==> src/rtl/control_cmd_readbrightness_multi_pkg.sv <==
// Shared types for the control-command readers: FSM state encoding and the
// single-byte brightness level type.
package types;

    typedef enum logic [1:0] {
        STATE_IDLE,
        STATE_COLLECT,
        STATE_DONE
    } ctrl_readmulti_fsm_t;

    typedef logic [7:0] brightness_level_t;

endpackage

==> src/rtl/control_byte_shifter.sv <==
// Assembles N bytes MSB-first. next_value is the stream as it would look with
// data_in shifted in now, so the owner can commit the final byte in the same
// cycle it arrives. Only the previous N-1 bytes need to be stored.
module control_byte_shifter #(
    parameter int N = 1
) (
    input  logic           clk,
    input  logic           reset,
    input  logic           clear,
    input  logic           load,
    input  logic [7:0]     data_in,
    output logic [8*N-1:0] next_value
);

    if (N == 1) begin : g_single
        assign next_value = data_in;
    end else begin : g_multi
        logic [8*N-9:0] shreg;

        assign next_value = {shreg, data_in};

        // Shadow of the most recent N-1 bytes; clear discards a partial payload
        always_ff @(posedge clk) begin
            if (reset || clear) begin
                shreg <= '0;
            end else if (load) begin
                shreg <= next_value[8*N-9:0];
            end
        end
    end

endmodule

==> src/rtl/control_cmd_readbrightness_multi.sv <==
// Multi-channel brightness command reader: collects CHANNELS*BYTES_PER_CH
// payload bytes, clamps each channel to MAX_VALUE and commits the whole set
// with a one-cycle strobe. A stalled payload is aborted by an inter-byte timeout.
module control_cmd_readbrightness_multi
    import types::*;
#(
    parameter int                          CHANNELS       = 3,
    parameter int                          BYTES_PER_CH   = 1,
    parameter int                          TIMEOUT_CYCLES = 1024,
    parameter logic [8*BYTES_PER_CH-1:0]   MAX_VALUE      = '1
) (
    input  logic                                 clk,
    input  logic                                 reset,
    input  logic [7:0]                           data_in,
    input  logic                                 enable,
    output logic [CHANNELS*8*BYTES_PER_CH-1:0]   data_out,
    output logic                                 brightness_change_en,
    output logic                                 done,
    output logic                                 err_timeout,
    output logic                                 busy
);

    localparam int W     = 8 * BYTES_PER_CH;
    localparam int TOTAL = CHANNELS * BYTES_PER_CH;
    localparam int CW    = $clog2(TOTAL + 1);
    localparam int TW    = (TIMEOUT_CYCLES > 0) ? $clog2(TIMEOUT_CYCLES + 1) : 1;
    localparam logic [TW-1:0] TIMER_LAST = (TIMEOUT_CYCLES > 0) ? TW'(TIMEOUT_CYCLES - 1) : '0;

    ctrl_readmulti_fsm_t       state, state_next;
    logic [CW-1:0]             byte_count, count_next;
    logic [TW-1:0]             timer, timer_next;
    logic                      done_next, change_next, err_next;
    logic [CHANNELS*W-1:0]     data_next;
    logic [TOTAL*8-1:0]        next_stream;
    logic [CHANNELS*W-1:0]     clamped;
    logic                      shift_load, shift_clear;

    assign shift_load  = enable && (state != STATE_DONE);
    assign shift_clear = (state == STATE_DONE);
    assign busy        = (state != STATE_IDLE);

    control_byte_shifter #(.N(TOTAL)) u_shifter (
        .clk        (clk),
        .reset      (reset),
        .clear      (shift_clear),
        .load       (shift_load),
        .data_in    (data_in),
        .next_value (next_stream)
    );

    // Channel 0 is the first byte received, so it sits at the top of the stream
    for (genvar c = 0; c < CHANNELS; c++) begin : g_chan
        if (BYTES_PER_CH == 1) begin : g_level
            brightness_level_t raw;
            assign raw = next_stream[(TOTAL-1-c)*8 +: 8];
            assign clamped[c*W +: W] = (raw > MAX_VALUE) ? MAX_VALUE : raw;
        end else begin : g_wide
            logic [W-1:0] raw;
            assign raw = next_stream[(TOTAL-(c+1)*BYTES_PER_CH)*8 +: W];
            assign clamped[c*W +: W] = (raw > MAX_VALUE) ? MAX_VALUE : raw;
        end
    end

    // Next-state, counters and next registered outputs; an accepted byte always beats the timeout
    always_comb begin
        state_next  = state;
        count_next  = byte_count;
        timer_next  = timer;
        done_next   = 1'b0;
        change_next = 1'b0;
        err_next    = 1'b0;
        data_next   = '0;
        case (state)
            STATE_IDLE: begin
                if (enable) begin
                    timer_next = '0;
                    if (TOTAL == 1) begin
                        state_next  = STATE_DONE;
                        count_next  = '0;
                        done_next   = 1'b1;
                        change_next = 1'b1;
                        data_next   = clamped;
                    end else begin
                        state_next = STATE_COLLECT;
                        count_next = CW'(1);
                    end
                end
            end
            STATE_COLLECT: begin
                if (enable) begin
                    timer_next = '0;
                    if (byte_count == CW'(TOTAL - 1)) begin
                        state_next  = STATE_DONE;
                        count_next  = '0;
                        done_next   = 1'b1;
                        change_next = 1'b1;
                        data_next   = clamped;
                    end else begin
                        count_next = byte_count + CW'(1);
                    end
                end else if ((TIMEOUT_CYCLES != 0) && (timer == TIMER_LAST)) begin
                    state_next = STATE_DONE;
                    count_next = '0;
                    timer_next = '0;
                    done_next  = 1'b1;
                    err_next   = 1'b1;
                end else if (timer != '1) begin
                    timer_next = timer + TW'(1);
                end
            end
            STATE_DONE: begin
                state_next = STATE_IDLE;
                count_next = '0;
                timer_next = '0;
            end
            default: begin
                state_next = STATE_IDLE;
                count_next = '0;
                timer_next = '0;
            end
        endcase
    end

    // State, counters and all outputs are registered; reset discards everything
    always_ff @(posedge clk) begin
        if (reset) begin
            state                <= STATE_IDLE;
            byte_count           <= '0;
            timer                <= '0;
            done                 <= 1'b0;
            brightness_change_en <= 1'b0;
            err_timeout          <= 1'b0;
            data_out             <= '0;
        end else begin
            state                <= state_next;
            byte_count           <= count_next;
            timer                <= timer_next;
            done                 <= done_next;
            brightness_change_en <= change_next;
            err_timeout          <= err_next;
            data_out             <= data_next;
        end
    end

endmodule
==> config.mk <==
export PLATFORM = sky130hd
export DESIGN_NAME = control_cmd_readbrightness_multi
export DESIGN_NICKNAME = d
export VERILOG_FILES = /design/src/rtl/control_cmd_readbrightness_multi_pkg.sv /design/src/rtl/control_byte_shifter.sv /design/src/rtl/control_cmd_readbrightness_multi.sv
export SDC_FILE = /design/constraint.sdc
export NUM_CORES = 1
export LEC_CHECK = 0
export CAP_MARGIN = 0
export CORE_ASPECT_RATIO = 0.5
export CORE_MARGIN = 5
export CORE_UTILIZATION = 50
export CTS_CLUSTER_SIZE = 10
export DETAILED_ROUTE_END_ITERATION = 7
export PLACE_DENSITY_LB_ADDON = 0.3
export SLEW_MARGIN = 20
export SYNTH_ARGS = -nofsm -noshare
export SYNTH_HDL_FRONTEND = slang
export SYNTH_SLANG_ARGS = --single-unit
==> constraint.sdc <==
create_clock -name clk -period 2.4 [get_ports clk]
set_clock_uncertainty 0.15 [all_clocks]
set_input_delay 0.24 -clock clk [delete_from_list [all_inputs] [get_ports clk]]
set_output_delay 0.24 -clock clk [all_outputs]
set_load 0.03 [all_outputs]
[After elaboration in Yosys (flattened, before gate mapping)]
Cells that the tools add are included.
Storage, ports and cells
  register bits: 58
  input bits: 11
  output and inout port bits: 28
  logic and storage cells: 57
Cells by class
  add/sub/neg operators: 2
  order comparisons: 3
  eq/ne operators: 10
  multiplexer cells: 20
  bitwise operators: 3
  reduce and logical (&&, ||, !) cells: 11
Operator list (count)
  $mux 11: 4
  $gt 8x8->1 const B: 3
  $mux 8: 3
  $pmux 11 s2: 1
  $mux 2: 7
  $add 11x1->11 const B: 1
  $eq 11x10->1 const B: 1
  $ne 11x11->1 const B: 1
  $pmux 2 s2: 2
  $ne 3x3->1 const B: 2
  $reduce_or 3->1: 2
  $eq 2x2->1 const B: 2
  $ne 2x2->1 const B: 2
  $ne 4x4->1 const B: 1
  $reduce_and 2->1: 2
  $reduce_or 4->1: 1
  $mux 1: 3
  $not 1->1: 3
  $reduce_and 3->1: 1
  $add 2x1->2 const B: 1
  $eq 2x1->1 const B: 1
  $logic_not 2->1: 1
  $reduce_bool 2->1: 1
  $reduce_or 2->1: 1
  2 further kinds: 2

[Longest topological paths before layout]
  word-level depth: 5
  depth in mapped cells: 7
  mapped depth without buffers: 5

[Cells and area by module]
A second synthesis with hierarchy kept.
Unflattened totals
  cells, all modules: 219
  area, all modules: 2273.4 µm²
By module, submodules not included
  control_cmd_readbrightness_multi: times used 1, cells each 158, area each 1631.6 µm², sequential area each 840.8 µm²
  control_byte_shifter: times used 1, cells each 61, area each 641.9 µm², sequential area each 320.3 µm²

[Worst setup path after synthesis]
No wires, ideal clock.
  kind: flip-flop to flip-flop
  from: reg timer[0]
  to: reg timer[8]
  library setup time: 0.127 ns
  data arrival time: 1.621 ns
  data required time: 2.123 ns
  path slack: 0.503 ns
  cell stages (with the launch flop): 8
  cells stage by stage: dfxtp_1 > ha_1 > nand2_1 > or4_1 > buf_2 > buf_6 > o211ai_1 > mux2i_1
On the way
  cells in the longest elaborated chain, start to end: 5
  elaborated cells between the ends (all ways): 9
RTL lines
  from (decl): RTL line control_cmd_readbrightness_multi.sv:31  | logic [TW-1:0] timer, timer_next;
  from (signal assigned): RTL line control_cmd_readbrightness_multi.sv:137  | timer <= timer_next;
  $add 11x1->11: RTL line control_cmd_readbrightness_multi.sv:108  | timer_next = timer + TW'(1);
  $mux 11: RTL line control_cmd_readbrightness_multi.sv:107  | end else if (timer != '1) begin
  $mux 11: RTL line control_cmd_readbrightness_multi.sv:101  | end else if ((TIMEOUT_CYCLES != 0) && (timer == TIMER_LAST)) begin
  $mux 11: RTL line control_cmd_readbrightness_multi.sv:90  | if (enable) begin
  $pmux 11 s2: RTL line control_cmd_readbrightness_multi.sv:73  | case (state)
Parallel ways exist; a longest one is shown, timed or not. The select of a mux whose other input is x is not followed.
A chain may end at the register's enable or synchronous reset.

[Final worst setup path]
  from: reg timer[1]
  to: reg byte_count[0]
On the way
  cells in the longest elaborated chain, start to end: 3
RTL lines
  $eq 11x10->1: RTL line control_cmd_readbrightness_multi.sv:101
  $ne 3x3->1 (no line)
  $reduce_and 2->1 (no line)
  to (signal assigned): RTL line control_cmd_readbrightness_multi.sv:136  | byte_count <= count_next;
  to (decl): RTL line control_cmd_readbrightness_multi.sv:30  | logic [CW-1:0] byte_count, count_next;
No other way between the ends.

==> results_dict.tcl <==
set metrics [dict create \
    cts-hold-fix-buffers 0 \
    hold_class "reg -> reg" \
    drt_iter0_markers 55 \
    initial_core_util_pct 53.5 \
    cp_slowest_cell "or4_1" \
    fin_cells 313 \
    cts_max_level 3 \
    dr.pass1.iters 4 \
    core_area_um2 4040 \
    p_leak_nw 1.08 \
    nets 267 \
    yosysSeqAreaShare_pct 53.6 \
    cp_max_fo 14 \
    ioPinCount 39 \
    finalCriticalPeriod_ns 2.17 \
    fin_crit_sh_pct 90.4 \
    synth_cells 213 \
    ys_ff_latch 58 \
    postSynth.asyncResetShare_pct 0 \
    critical_path_buf_inv_count 0 \
    io_buffers 38 \
    grt_max_degree 28 \
    maxCapViolations 0 \
    rsz0062_at_grt "no" \
    insertion_delay_ns 0.33 \
    crit_chain "ha_1, nand2_1, or4_1, o21ai_2, o221a_1" \
    grt_pass1_wl_um 7270 \
    syn_to_final_growth_pct 30.1 \
    clock-root-buffer "clkbuf_8" \
    groute.usage.overall_pct 16.2 \
    drt-total-wl_um 4390 \
    layout-drive-gt1-share_pct 10.4 \
    yosys_warnings 0 \
    ys_types 37 \
    cts.sinks 58 \
    relSlewSlack_pct 53.0 \
    dp.cells 298 \
    critical_path_required_ns 2.52 \
    fin_util_pct 69.6 \
    die_w_um 103 \
    syn_nets 225 \
    setup_tns_ns 0 \
    layout_commonest_cell "dfxtp_1" \
    path_delay_family "simple AND/OR/NAND/NOR gates" \
    vias 1674 \
    status "finished clean" \
    gp_congestion 0.900 \
    timing.fmax_mhz 461 \
    tightestPinTransition_ns 0.700 \
    grt_pass1_vias 1566 \
    num_rows 16 \
    finalHoldViolCount 0 \
    antenna_left 0 \
    synth_edf_count 0 \
    grt-ovfl-total 0 \
    worstPathArrival_ns 2.29 \
    total_power_w 0.00210 \
    synthFlopType "dfxtp_1" \
    cts_buffers 9 \
    vias_per_cell 5.35 \
    diodes 0 \
    cts_setup_buffers 0 \
    syn-cell-area_um2 2160 \
    path_clk_slew_ns 0.07 \
    dieArea_um2 5820 \
    ir_drop_mv 0.460 \
    final_cell_mix "dfxtp_1, clkdlybuf4s50_1, and2_1" \
    power_density_nw_per_um2 744 \
    drc 0 \
    cts_buffer_depth 2 \
    cts_resized 0 \
    syn_avg_cell_area_um2 10.2 \
    layout_setup_ws_ns 0.231 \
    setup_viol 0 \
    dp_slack_ns 0.280 \
    endpoint_kind "register" \
    slowest_delay_ns 0.74 \
    hpwlAfterDp_um 2990 \
    crit_type "reg -> reg" \
    antenna_found_initial 0 \
    dieHeight_um 56.5 \
    crit_path_start_kind "register" \
    final_max_slew_viol_count 0 \
    cts_tree "built" \
    wl_per_cell_um 14.0 \
]
final cells by class:
cell class              instances  area [um2]
flip-flops and latches         58        1160
fillers                       312        1230
well taps                      54        67.6
repair buffers                 42         410
clock buffers                  11         151
multi-input cells             136         921
inverters                       8        30.0
clock inverters                 4        75.1
worst paths after layout:
check	start	endpoint	slack, ns	cells after the start
worst max register to register	timer[1]	byte_count[0]	0.23	5
worst min register to register	u_shifter.g_multi.shreg[9]	data_out[1]	0.31	1
worst max-delay path	timer[1]	byte_count[0]	0.23	5
worst min-delay path	u_shifter.g_multi.shreg[9]	data_out[1]	0.31	1
cell families after synthesis:
| kind of cell | count (synthesis) | synth area share [%] |
|---|---|---|
| AOI/OAI and AO/OA | 34 | 12.1 |
| adders and majority gates | 1 | 0.578 |
| buffers and inverters | 19 | 3.81 |
| DFF | 58 | 53.6 |
| muxes | 21 | 9.71 |
| and+or+nand+nor | 80 | 20.1 |
where the power goes:
part | total [W] | internal [W] | switching (W)
combinational | 0.000101 | 0.0000468 | 0.0000538
clock | 0.00100 | 0.000635 | 0.000369
sequential | 0.000992 | 0.000980 | 0.0000125
total | 0.00210 | 0.00166 | 0.000435
state kept, by name, indices dropped and copies added (netlist names):
signal / cells
data_out: 24
byte_count: 2
u_shifter.g_multi.shreg: 16
brightness_change_en: 1
state: 2
err_timeout: 1
done: 1
timer: 11
layer usage:
layer	vias to the layer above	global-route usage, %	part of all wire [%]
li1	829	-	-
met5	-	0	0
met2	39	24.8	49
met1	800	19.9	45
met3	6	6.06	4.7
met4	0	8.30	1.4
cells in the mapped netlist (2+ instances only):
cell type   n  area share, %
buf_2       3           0.69
nor3_1      4           0.92
inv_1       8            1.4
a211oi_1    2           0.69
or3_1       2           0.58
mux2i_1    21            9.7
a41o_1      2           0.92
nor2_1     18            3.1
nand3_1     6            1.4
clkbuf_1    6            1.0
a21oi_1     7            1.6
o211ai_1   10            3.5
a31oi_1     3           0.87
dfxtp_1    58             54
and2_1     26            7.5
nand4_1     4            1.2
or3_2       2           0.69
o21ai_0     2           0.46
or4_1       2           0.69
nand2_1    10            1.7
worst register-to-register path: cells and delay by family (launching register included):
kind            cells  cell delay, ns
compound gates      2            0.46
fa+ha+maj           1            0.24
simple gates        2            0.88
flops               1            0.39
through the flow:
stage | hold slack (ns) | cell area, um2
6_report | 0.310 | 2820
5_1_grt | 0.330 | 2820
4_1_cts | 0.310 | 2820
3_5_place_dp | 0.291 | 2590
3_3_place_gp | 0.284 | 2590
2_1_floorplan | 0.212 | 2160
Power figures use the tool's default switching activity.
